$ cat src/rtl/hazard_pkg.sv
// Shared definitions for the pipeline hazard/stall controller.
//   hz_state_e     : controller FSM state (RUN, MEM_WAIT)
//   HZ_REG_ADDR_W  : default register-specifier width of the MIPS core
package hazard_pkg;

    localparam int HZ_REG_ADDR_W = 5;

    typedef enum logic [0:0] {
        RUN      = 1'b0,
        MEM_WAIT = 1'b1
    } hz_state_e;

endpackage

$ cat src/rtl/hazard_perf_cnt.sv
// Performance counters for the hazard controller.
// Ports:
//   clk             in   core clock
//   rst             in   synchronous active-high reset, clears both counters
//   i_stall         in   this cycle is a stall (freeze or load-use bubble)
//   i_flush         in   IF/ID is flushed this cycle
//   o_stall_cycles  out  running count of stalled cycles (wraps)
//   o_flush_count   out  running count of IF/ID flushes (wraps)
module hazard_perf_cnt #(
    parameter int PERF_CNT_W = 32
) (
    input  logic                  clk,
    input  logic                  rst,
    input  logic                  i_stall,
    input  logic                  i_flush,
    output logic [PERF_CNT_W-1:0] o_stall_cycles,
    output logic [PERF_CNT_W-1:0] o_flush_count
);

    logic [PERF_CNT_W-1:0] r_stall_cycles;
    logic [PERF_CNT_W-1:0] r_flush_count;

    always_ff @(posedge clk) begin
        if (rst) begin
            r_stall_cycles <= '0;
            r_flush_count  <= '0;
        end else begin
            if (i_stall) r_stall_cycles <= r_stall_cycles + 1'b1;
            if (i_flush) r_flush_count  <= r_flush_count + 1'b1;
        end
    end

    assign o_stall_cycles = r_stall_cycles;
    assign o_flush_count  = r_flush_count;

endmodule

$ cat src/rtl/hazard_stall_ctrl.sv
// Pipeline sequencing controller for the 5-stage MIPS core. Handles the
// hazards the forwarding network cannot: load-use (one-cycle ID/EX bubble),
// taken branch (IF/ID flush) and multi-cycle data memory (whole-pipeline
// freeze with a sticky timeout flag).
// Optional feature macro: HAZARD_PERF_CNT_EN adds stall/flush counters.
// Ports:
//   clk, rst                 clock, synchronous active-high reset
//   IDEX_memread/IDEX_reg_rt load in EX and its destination
//   IFID_reg_rs/IFID_reg_rt  source specifiers of the instruction in ID
//   EXMEM_memread/_memwrite  MEM-stage load/store
//   dmem_ready               data memory completes this cycle
//   branch_taken             ID resolved a taken branch/jump
//   pc_write, IFID_write     PC and IF/ID enables
//   IFID_flush               IF/ID cleared to NOP
//   IDEX_bubble              ID/EX control bits zeroed
//   pipe_freeze              hold ID/EX, EX/MEM, MEM/WB
//   mem_timeout              sticky memory-wait timeout flag
//   stall_cycles/flush_count perf counters (HAZARD_PERF_CNT_EN only)
module hazard_stall_ctrl
    import hazard_pkg::*;
#(
    parameter int REG_ADDR_W   = HZ_REG_ADDR_W,
    parameter int MAX_MEM_WAIT = 16,
    parameter int PERF_CNT_W   = 32
) (
    input  logic                  clk,
    input  logic                  rst,
    input  logic                  IDEX_memread,
    input  logic [REG_ADDR_W-1:0] IDEX_reg_rt,
    input  logic [REG_ADDR_W-1:0] IFID_reg_rs,
    input  logic [REG_ADDR_W-1:0] IFID_reg_rt,
    input  logic                  EXMEM_memread,
    input  logic                  EXMEM_memwrite,
    input  logic                  dmem_ready,
    input  logic                  branch_taken,
    output logic                  pc_write,
    output logic                  IFID_write,
    output logic                  IFID_flush,
    output logic                  IDEX_bubble,
    output logic                  pipe_freeze,
    output logic                  mem_timeout
`ifdef HAZARD_PERF_CNT_EN
    ,
    output logic [PERF_CNT_W-1:0] stall_cycles,
    output logic [PERF_CNT_W-1:0] flush_count
`endif
);

    localparam int WCNT_W = $clog2(MAX_MEM_WAIT + 1);

    hz_state_e         r_state;
    logic [WCNT_W-1:0] r_wait_cnt;
    logic              r_timeout;

    logic w_mem_acc;
    logic w_lu;
    logic w_freeze;
    logic w_timeout_set;

    assign w_mem_acc = EXMEM_memread | EXMEM_memwrite;

    // $zero is never a real dependency, so a load targeting r0 never stalls.
    assign w_lu = IDEX_memread & (IDEX_reg_rt != '0) &
                  ((IDEX_reg_rt == IFID_reg_rs) | (IDEX_reg_rt == IFID_reg_rt));

    // A ready memory in the first cycle of an access costs nothing.
    assign w_freeze = ~dmem_ready &
                      (((r_state == RUN) & w_mem_acc) | (r_state == MEM_WAIT));

    // wait_cnt is about to reach MAX_MEM_WAIT (or already sits there) while
    // the memory is still busy; the flag is visible in that same cycle.
    assign w_timeout_set = (r_state == MEM_WAIT) & ~dmem_ready &
                           (r_wait_cnt >= WCNT_W'(MAX_MEM_WAIT - 1));

    always_ff @(posedge clk) begin
        if (rst) begin
            r_state    <= RUN;
            r_wait_cnt <= '0;
            r_timeout  <= 1'b0;
        end else begin
            case (r_state)
                RUN: begin
                    if (w_mem_acc && !dmem_ready) begin
                        r_state    <= MEM_WAIT;
                        r_wait_cnt <= WCNT_W'(1);
                    end
                end
                MEM_WAIT: begin
                    if (dmem_ready) begin
                        r_state <= RUN;
                    end else begin
                        if (r_wait_cnt < WCNT_W'(MAX_MEM_WAIT))
                            r_wait_cnt <= r_wait_cnt + 1'b1;
                        if (w_timeout_set)
                            r_timeout <= 1'b1;
                    end
                end
                default: r_state <= RUN;
            endcase
        end
    end

    // Priority: reset > freeze > load-use > flush. A branch that collides
    // with a load-use stall is dropped here and re-resolves next cycle.
    always_comb begin
        pc_write    = 1'b1;
        IFID_write  = 1'b1;
        IFID_flush  = 1'b0;
        IDEX_bubble = 1'b0;
        pipe_freeze = 1'b0;
        if (rst) begin
            pc_write    = 1'b0;
            IFID_write  = 1'b0;
            IDEX_bubble = 1'b1;
        end else if (w_freeze) begin
            pipe_freeze = 1'b1;
            pc_write    = 1'b0;
            IFID_write  = 1'b0;
        end else if (w_lu) begin
            pc_write    = 1'b0;
            IFID_write  = 1'b0;
            IDEX_bubble = 1'b1;
        end else if (branch_taken) begin
            IFID_flush  = 1'b1;
        end
    end

    assign mem_timeout = ~rst & (r_timeout | w_timeout_set);

`ifdef HAZARD_PERF_CNT_EN
    logic w_stall_cyc;
    assign w_stall_cyc = ~rst & (w_freeze | w_lu);

    hazard_perf_cnt #(
        .PERF_CNT_W (PERF_CNT_W)
    ) u_perf_cnt (
        .clk            (clk),
        .rst            (rst),
        .i_stall        (w_stall_cyc),
        .i_flush        (IFID_flush),
        .o_stall_cycles (stall_cycles),
        .o_flush_count  (flush_count)
    );
`else
    // Keeps PERF_CNT_W referenced when the counters are compiled out.
    logic w_unused_perf_cfg;
    assign w_unused_perf_cfg = (PERF_CNT_W > 0);
`endif

endmodule

$ cat config.mk
export PLATFORM = sky130hd
export DESIGN_NAME = hazard_stall_ctrl
export DESIGN_NICKNAME = d
export VERILOG_FILES = /design/src/rtl/hazard_pkg.sv /design/src/rtl/hazard_perf_cnt.sv /design/src/rtl/hazard_stall_ctrl.sv
export SDC_FILE = /design/constraint.sdc
export NUM_CORES = 1
export LEC_CHECK = 0
export ABC_AREA = 1
export BUFFER_PORTS_ARGS = -buffer_cell sky130_fd_sc_hd__buf_4
export CORE_MARGIN = 2
export CORE_UTILIZATION = 44
export DETAILED_ROUTE_END_ITERATION = 16
export PLACE_DENSITY_LB_ADDON = 0.12
export SLEW_MARGIN = 40
export SYNTH_ARGS = -nofsm -noshare
export SYNTH_HDL_FRONTEND = slang
export SYNTH_SLANG_ARGS = --single-unit
$ cat constraint.sdc
create_clock -name clk -period 1.6 [get_ports clk]
set_input_delay 0.08 -clock clk [delete_from_list [all_inputs] [get_ports clk]]
set_output_delay 0.08 -clock clk [all_outputs]
set_load 0.01 [all_outputs]
Word level (Yosys, flattened, before mapping)
Cells that the tools add are included.

word-level totals
  logic and storage cells = 49
  output and inout port bits = 6
  flip-flop bits (word level) = 7
  input bits = 22

operators by class
  equality and inequality tests = 5
  bitwise operators = 14
  reductions and logical operators = 5
  add/subtract/negate cells = 1
  magnitude comparators = 2
  mux-type cells = 19

operators with widths
  operator               number
  $mux W5                3
  $mux W1                14
  $eq A5 B5 Y1           2
  $pmux W5 S2            1
  $and A1 B1 Y1          7
  $reduce_and A3 Y1      2
  $add A5 B1 Y5 const B  1
  $ge A5 B4 Y1 const B   1
  $lt A5 B5 Y1 const B   1
  $reduce_bool A5 Y1     1
  $ne A2 B1 Y1 const B   2
  $or A1 B1 Y1           4
  $not A1 Y1             3
  $ne A2 B2 Y1 const B   1
  $pmux W1 S2            1
  $logic_and A1 B1 Y1    1
  $logic_not A1 Y1       1

Longest topological paths before layout
Gate-level depths: netlist (run 1).

  word-level depth = 6
  gate-level depth with buffers = 10

Worst setup path after synthesis (run 1)
Ideal clock, no wire load.

  path kind = reg2reg
  start = register r_wait_cnt[0]
  end = register r_timeout
  slack = 0.332 ns
  library setup time = 0.129 ns
  arrival time = 1.139 ns
  period minus slack after synthesis = 1.268 ns
  cell stages (with the launch flop) = 9
  cell sequence = dfxtp_1 -> ha_1 -> nand2_1 -> nor2_1 -> ha_1 -> nor3_1 -> nor2_1 -> nor2_1 -> nor2_1

on the way
  word-level cells in the longest chain between the ends = 3

ends and longest elaborated chain
  what                         line                     text
  from (decl)                  hazard_stall_ctrl.sv:52  logic [WCNT_W-1:0] r_wait_cnt;
  from (signal assigned)       hazard_stall_ctrl.sv:93  r_wait_cnt <= r_wait_cnt + 1'b1;
  $ge A5 B4 Y1                 hazard_stall_ctrl.sv:73  (r_wait_cnt >= WCNT_W'(MAX_MEM_WAIT - 1));
  $and A1 B1 Y1                hazard_stall_ctrl.sv:72  assign w_timeout_set = (r_state == MEM_WAIT) & ~dmem_ready &
  $reduce_and A3 Y1 (no line)  n/a
  to (signal assigned)         hazard_stall_ctrl.sv:79  r_timeout <= 1'b0;
  to (signal assigned)         hazard_stall_ctrl.sv:95  r_timeout <= 1'b1;
  to (decl)                    hazard_stall_ctrl.sv:53  logic r_timeout;

Every way passes these cells.
A chain may end at the register's enable or synchronous reset.

Worst setup path after layout (run 1)
  start = register r_wait_cnt[1]
  end = register r_wait_cnt[2]

on the way
  word-level cells in the longest chain between the ends = 4
  elaborated cells on any way between the ends = 7
  classes of those cells = add/sub (1); order compare (1); eq/ne (1); mux (3); reduce/logical (1)

ends and longest elaborated chain
  what           line                     text
  $add A5 B1 Y5  hazard_stall_ctrl.sv:93
  $mux W5        hazard_stall_ctrl.sv:92  if (r_wait_cnt < WCNT_W'(MAX_MEM_WAIT))
  $mux W5        hazard_stall_ctrl.sv:89  if (dmem_ready) begin
  $pmux W5 S2    hazard_stall_ctrl.sv:81  case (r_state)

Several ways; a longest one is shown, not always the timed one. The select of a mux whose other input is x is not followed.

==> summary.md, run 1 <==
| Metric | Value |
|---|---|
| Status | `finished, final reports clean` |
| Die Y | `41.3 microns` |
| Sequential share of the synthesized area | `0.230` |
| Largest net degree at the start of global routing | `11` |
| First-pass GRT wire length | `2060 microns` |
| Yosys warns | `0` |
| Endpoints failing setup | `0` |
| Met2 Resource Use GR | `0.371` |
| Mapped Cells | `111` |
| Synth-to-Final Area Change | `52.0%` |
| Post-DR vias/cell | `4.48` |
| TritonCTS clock tree | `yes` |
| Final slew viol count | `0` |
| Fin area | `928 sq um` |
| Setup TNS | `0 ns` |
| Antenna violations before repair | `0` |
| Yosys reg bits | `7` |
| I/O Pins | `28` |
| Drt first-iter violations | `12` |
| Most frequent cells in the layout | `34 x buf_4, 31 x nand2_1, 25 x inv_1, 16 x nor2_1` |
| Core area | `1300 sq um` |
| Non-Filler Instances | `roughly 160` |
| Worst Setup SP | `r_wait_cnt[1]` |
| Placement Setup Slack | `around 0.14 ns` |
| Routability congestion estimate from global placement | `0.688` |
| Worst Setup Start Kind | `flip-flop` |
| Post-DP Area | `slightly above 800 sq um` |
| Antenna Violating Nets Remaining | `0` |
| Power Density | `534 nW/um^2` |
| Ant diodes | `0` |
| Die ar. | `1700 sq um` |
| Inserted Clock Buffers | `3` |
| Placed cell count | `151` |
| Least-Margin Pin Slew | `about 0.19 ns` |
| Synth Cell Area | `611 sq um` |
| DRT Pass-1 Iters | `4` |
| GR met3 Demand/Resource | `0.0489` |
| Critical-path maximum fanout | `3` |
| Met1 Usage GRT | `0.167` |
| Max-slew headroom | `0.872` |
| Final period util | `0.983` |
| Worst R2R Setup Slack | `0.03 ns` |
| Fmax | `636 MHz` |
| Setup CP Type | `reg -> reg` |
| DRC viols | `0` |
| Vias in the first global route | `579` |
| Worst setup path end | `r_wait_cnt[2]` |
| Starting Density | `0.469` |
| Worst Path Arrival | `1.71 ns` |
| Layout fillers | `around 130` |
| Clock sink total | `7` |
| FP Rows | `13` |
| Cell variety after synth | `20` |
| Root Driver | `clkbuf_4` |
| Vias post-DR | `725` |
| Core Util, Final | `0.713` |
| RSZ-0062 raised after global routing | `yes` |
| Layout cell share with drive strength beyond 1 | `0.354` |
| Total gr overflow | `0` |
| H-tree levels | `1` |
| Worst skew pair latency | `0.25 ns` |
| Syn Area/Cell | `5.50 sq um` |
| DP HPWL | `1080 microns` |
| Worst Setup End Kind | `flip-flop` |
| Reg-to-reg endpoint | `r_wait_cnt[2]` |
| Port Buffers | `27` |
| Per-cell routed wire length | `9.06 microns` |
| Clock buffer depth | `2` |
| Final setup margin | `0.0269 ns` |
| Cells on worst reg2reg path | `10` |
| Req. time, crit path | `1.74 ns` |
| Gr busiest metal | `met2` |
| Min Tclk post-route | `1.57 ns` |
| Hold violation count in the final report | `0` |
| Worst min-delay path category | `in -> reg` |
| Max_cap viols | `0` |
| Clk slew on worst S/H paths | `0.05 ns` |
| Clock Skews | `0.000930 ns` |
| GRT Util Overall | `0.197` |
| Syn Nets | `135` |
| Final Routed Wirelength | `1470 microns` |
| VDD IR max | `0.000333 V` |
| Most common cell after layout, fill and taps aside | `buf_4` |
| DIE WIDTH | `41.3 microns` |
| Worst R2R Start | `r_wait_cnt[1]` |
| LEAKAGE | `0.539 nW` |
| Final #Nets | `172` |
==> report_power, final <==
| group | internal [mW] | total [mW] | switching, mW |
|---|---|---|---|
| Clock | 0.0949 | 0.156 | 0.0608 |
| Combinational | 0.0773 | 0.154 | 0.0765 |
| Sequential | 0.181 | 0.186 | 0.00528 |
==> cells in the mapped netlist <==
cell type | count | area share
o21ai_2 | 1 | 0.014
and3_1 | 1 | 0.010
clkbuf_1 | 1 | 0.0061
nand3_1 | 5 | 0.041
nand2_2 | 2 | 0.020
o21ai_0 | 3 | 0.025
nand4_1 | 1 | 0.010
xnor2_1 | 2 | 0.029
ha_1 | 2 | 0.041
or2_1 | 1 | 0.010
inv_2 | 3 | 0.018
a21oi_1 | 5 | 0.041
dfxtp_1 | 7 | 0.23
nand2_1 | 32 | 0.20
buf_4 | 1 | 0.012
nor3_1 | 1 | 0.0082
inv_1 | 25 | 0.15
nor2_4 | 1 | 0.018
nor3_2 | 1 | 0.016
nor2_1 | 16 | 0.098
==> state kept, by name, indices dropped and copies added, names as in the netlist <==
register / cells
r_state: 1
r_timeout: 1
r_wait_cnt: 5
==> through the flow <==
step	hold WS, ns	total power [mW]
floorplan	0.247	0.265
global placement	0.328	0.331
detailed placement	0.323	0.334
CTS	0.0577	0.497
global route	0.0786	0.533
finish	0.0608	0.495
==> routing by layer <==
metal  share of wire  wire, microns
met1            0.38            565
met3           0.049             72
met2            0.53            781
met5               0              0
met4           0.033             48
==> layout make-up <==
type / count / area, sq um / area share
sequential: 7 / 143 / 0.154
inverter: 28 / 105 / 0.113
clock buffer: 4 / 26.3 / 0.0283
multi-input combinational: 74 / 380 / 0.410
tap: 15 / 18.8 / 0.0202
timing repair buffer: 34 / 255 / 0.275
==> what timing repair did <==
action                     4_1_cts  5_1_grt
cloned                           0        0
pin swaps                        3        2
hold buffers                     0        0
setup endpoints to repair        1        2
resized for setup                6        2
hold endpoints to repair         0        0
buffers inserted                 7        0
==> how the worst min path moves through the flow <==
| stage | endpoint | startpoint | slack (ns) | cells past startpoint |
|---|---|---|---|---|
| 2_1_floorplan | IFID_flush | branch_taken | 0.25 | 2 |
| 4_1_cts | r_wait_cnt[1] | rst | 0.06 | 2 |
| 5_1_grt | r_wait_cnt[2] | rst | 0.08 | 2 |
| 6_report | r_wait_cnt[1] | rst | 0.06 | 2 |
| 3_3_place_gp | r_wait_cnt[4] | rst | 0.33 | 2 |
| 3_5_place_dp | r_wait_cnt[4] | rst | 0.32 | 2 |
==> worst max-delay path: stages (launching register included) <==
cell and delay, ns:
dfxtp_2 0.36, ha_4 0.14, nand2_2 0.05, buf_4 0.13, buf_4 0.12, buf_4 0.12, buf_4 0.12, buf_4 0.12
buf_4 0.12, a21oi_2 0.14, nor3_2 0.04
==> cells by family (layout without fill, tap and decap cells) <==
logic type | Yosys count | in the layout | synth area share
AO/OA/AOI/OAI | 9 | 9 | 0.0799
XOR/XNOR | 2 | 2 | 0.0287
adder cells (fa/ha/maj) | 2 | 2 | 0.0410
buffers and inverters | 30 | 66 | 0.191
flip-flops | 7 | 7 | 0.230
AND/OR/NAND/NOR | 61 | 61 | 0.430
Power figures use the tool's default switching activity.
==> inputs of run 2 (changes only) <==
==> constraint.sdc (replaced) <==
create_clock -name clk -period 1.6 [get_ports clk]
set_input_delay 0.08 -clock clk [delete_from_list [all_inputs] [get_ports clk]]
set_output_delay 0.08 -clock clk [all_outputs]
set_load 0.1 [all_outputs]
==> summary.md, run 2 (synthesis results as in run 1) <==
| Metric | Value |
|---|---|
| Status | `finished, violations left` |
| Failing checks | `setup timing` |
| Biggest regs | `r_wait_cnt: 5 flops, r_state: 1 flops, r_timeout: 1 flops` |
| Pwr Total | `0.570 mW (+15%)` |
| Top sig layer | `met4` |
| Hold path depth | `2 (unchanged)` |
| Post-DR vias/cell | `4.54 (+1.4%)` |
| Placement Setup Slack | `0.0445 ns (-0.0984 ns)` |
| Antenna Violating Nets Remaining | `0 (unchanged)` |
| Min Tclk post-route | `1.68 ns (+0.107 ns)` |
| Vias in the first global route | `625 (+7.9%)` |
| Synth-to-Final Area Change | `57.6%` |
| Worst skew pair latency | `0.25 ns (about the same)` |
| Most frequent cells in the layout | `33 x buf_4, 31 x nand2_1, 23 x inv_1, 12 x nor2_1, 5 x a21oi_1` |
| Layout fillers | `113 (-10%)` |
| Ant diodes | `0 (unchanged)` |
| Worst Setup Start Kind | `flip-flop` |
| Clock buffer depth | `2 (unchanged)` |
| Worst Setup End Kind | `primary output` |
| Root Driver | `clkbuf_4` |
| I/O Pins | `28 (unchanged)` |
| TritonCTS clock tree | `yes` |
| Final #Nets | `172 (unchanged)` |
| Least-Margin Pin Slew | `0.284 ns (+0.0937 ns)` |
| Placed cell count | `151 (unchanged)` |
| Met1 wire length | `554 microns (-1.9%)` |
| Vias post-DR | `735 (+1.4%)` |
| Setup CP Type | `reg -> out` |
| Final period util | `1.05 (+0.0671)` |
| DP HPWL | `1090 microns (+0.89%)` |
| LEAKAGE | `0.555 nW (+3.0%)` |
| Max-slew headroom | `0.812 (-0.0596)` |
| Total gr overflow | `0 (unchanged)` |
| Endpoints failing setup | `1 (+1)` |
| First-pass GRT wire length | `2190 microns (+6.7%)` |
| Req. time, crit path | `1.52 ns (-0.22 ns)` |
| Die ar. | `1700 sq um (unchanged)` |
| FP Rows | `13 (unchanged)` |
| Critical-path maximum fanout | `2 (-1)` |
| CTS Hold Buffers Added | `0 (unchanged)` |
| Max reg flops | `5 (unchanged)` |
| Cells on worst reg2reg path | `10 (unchanged)` |
| Port Buffers | `27 (unchanged)` |
| Antenna violations before repair | `0 (unchanged)` |
| Final slew viol count | `0 (unchanged)` |
| Worst Path Arrival | `1.60 ns (-0.11 ns)` |
| VDD IR max | `0.000339 V (+1.7%)` |
| Starting Density | `0.469 (unchanged)` |
| Clock Skews | `0.000703 ns (-0.000227 ns)` |
| Non-Filler Instances | `162 (unchanged)` |
| Most common cell after layout, fill and taps aside | `buf_4` |
| H-tree levels | `1 (unchanged)` |
| DIE WIDTH | `41.3 microns (unchanged)` |
| Core Util, Final | `0.739 (+0.0260)` |
| Clk slew on worst S/H paths | `0.05 ns (about the same)` |
| GRT Util Overall | `0.198 (+0.00111)` |
| Final Routed Wirelength | `1450 microns (-1.4%)` |
| RSZ-0062 raised after global routing | `yes` |
| Drt first-iter violations | `8 (-4)` |
| Register with the most flip-flops | `r_wait_cnt` |
| Layout cell share with drive strength beyond 1 | `0.401 (+0.0476)` |
| Max_cap viols | `0 (unchanged)` |
| Clock sink total | `7 (unchanged)` |
| Die Y | `41.3 microns (unchanged)` |
| Core area | `1300 sq um (unchanged)` |
| Routed wl met2 | `806 microns (+3.2%)` |
| Final setup margin | `-0.0804 ns (-0.107 ns)` |
| Routability congestion estimate from global placement | `0.692 (+0.61%)` |
| Hold violation count in the final report | `0 (unchanged)` |
| Met3 WL post-DR | `74 microns (+2.8%)` |
| Inserted Clock Buffers | `3 (unchanged)` |
| Worst min-delay path category | `in -> reg` |
| DRT Pass-1 Iters | `4 (unchanged)` |
| Fmax | `595 MHz (-6.4%)` |
| Largest net degree at the start of global routing | `11 (unchanged)` |
| DRC viols | `0 (unchanged)` |
| Per-cell routed wire length | `8.94 microns (-1.4%)` |
| Power Density | `593 nW/um^2 (+11%)` |
==> run 2: routing by layer <==
layer	vias up	track usage
met3	2	0.0489
met4	0	0.0968
met5	-	0
met2	20	0.391
li1	398	-
met1	315	0.183
==> run 2: per-stage QoR <==
step                      hold slack (ns)  TNS, ns  area [sq um]
after CTS                          0.0719   -0.139           962
after detailed placement            0.342        0           838
after global placement              0.333        0           838
after global routing               0.0901   -0.145           962
after floorplan                     0.353   -0.233           641
final                              0.0787  -0.0804           962
==> run 2: critical path: stages, from the launching register on <==
cell     delay [ns]
dfxtp_2        0.35
ha_4           0.15
nand2_4        0.05
nor2_2         0.12
ha_2           0.18
nor3_2         0.04
nor2_1         0.08
nor2_1         0.06
nor2_2         0.12
buf_12         0.19
==> run 2: worst paths after layout <==
check                                    from            end  slack (ns)
worst max-delay path            r_wait_cnt[1]    mem_timeout       -0.08
worst min-delay path                      rst  r_wait_cnt[1]        0.08
worst max register to register  r_wait_cnt[1]      r_timeout        0.14
worst min register to register  r_wait_cnt[4]  r_wait_cnt[4]        0.50
==> run 2: power breakdown <==
part	leakage, nW	internal, mW	switching [mW]	total, mW
clock network	0.0150	0.0950	0.0629	0.158
registers	0.0580	0.181	0.00443	0.185
logic	0.483	0.0803	0.147	0.227
total	0.555	0.356	0.214	0.570
==> run 2: layout make-up <==
| cell class | instances | area [sq um] | share of cell area |
|---|---|---|---|
| inverter | 28 | 109 | 0.113 |
| multi-input combinational | 74 | 397 | 0.412 |
| sequential | 7 | 144 | 0.150 |
| timing repair buffer | 34 | 268 | 0.278 |
| clock buffer | 4 | 26.3 | 0.0273 |
| tap | 15 | 18.8 | 0.0195 |
==> run 2: what timing repair did <==
item | 4_1_cts | 5_1_grt
setup endpoints to repair | 1 | 2
pin swaps | 7 | 3
setup buffers | 8 | 1
resized for setup | 10 | 2
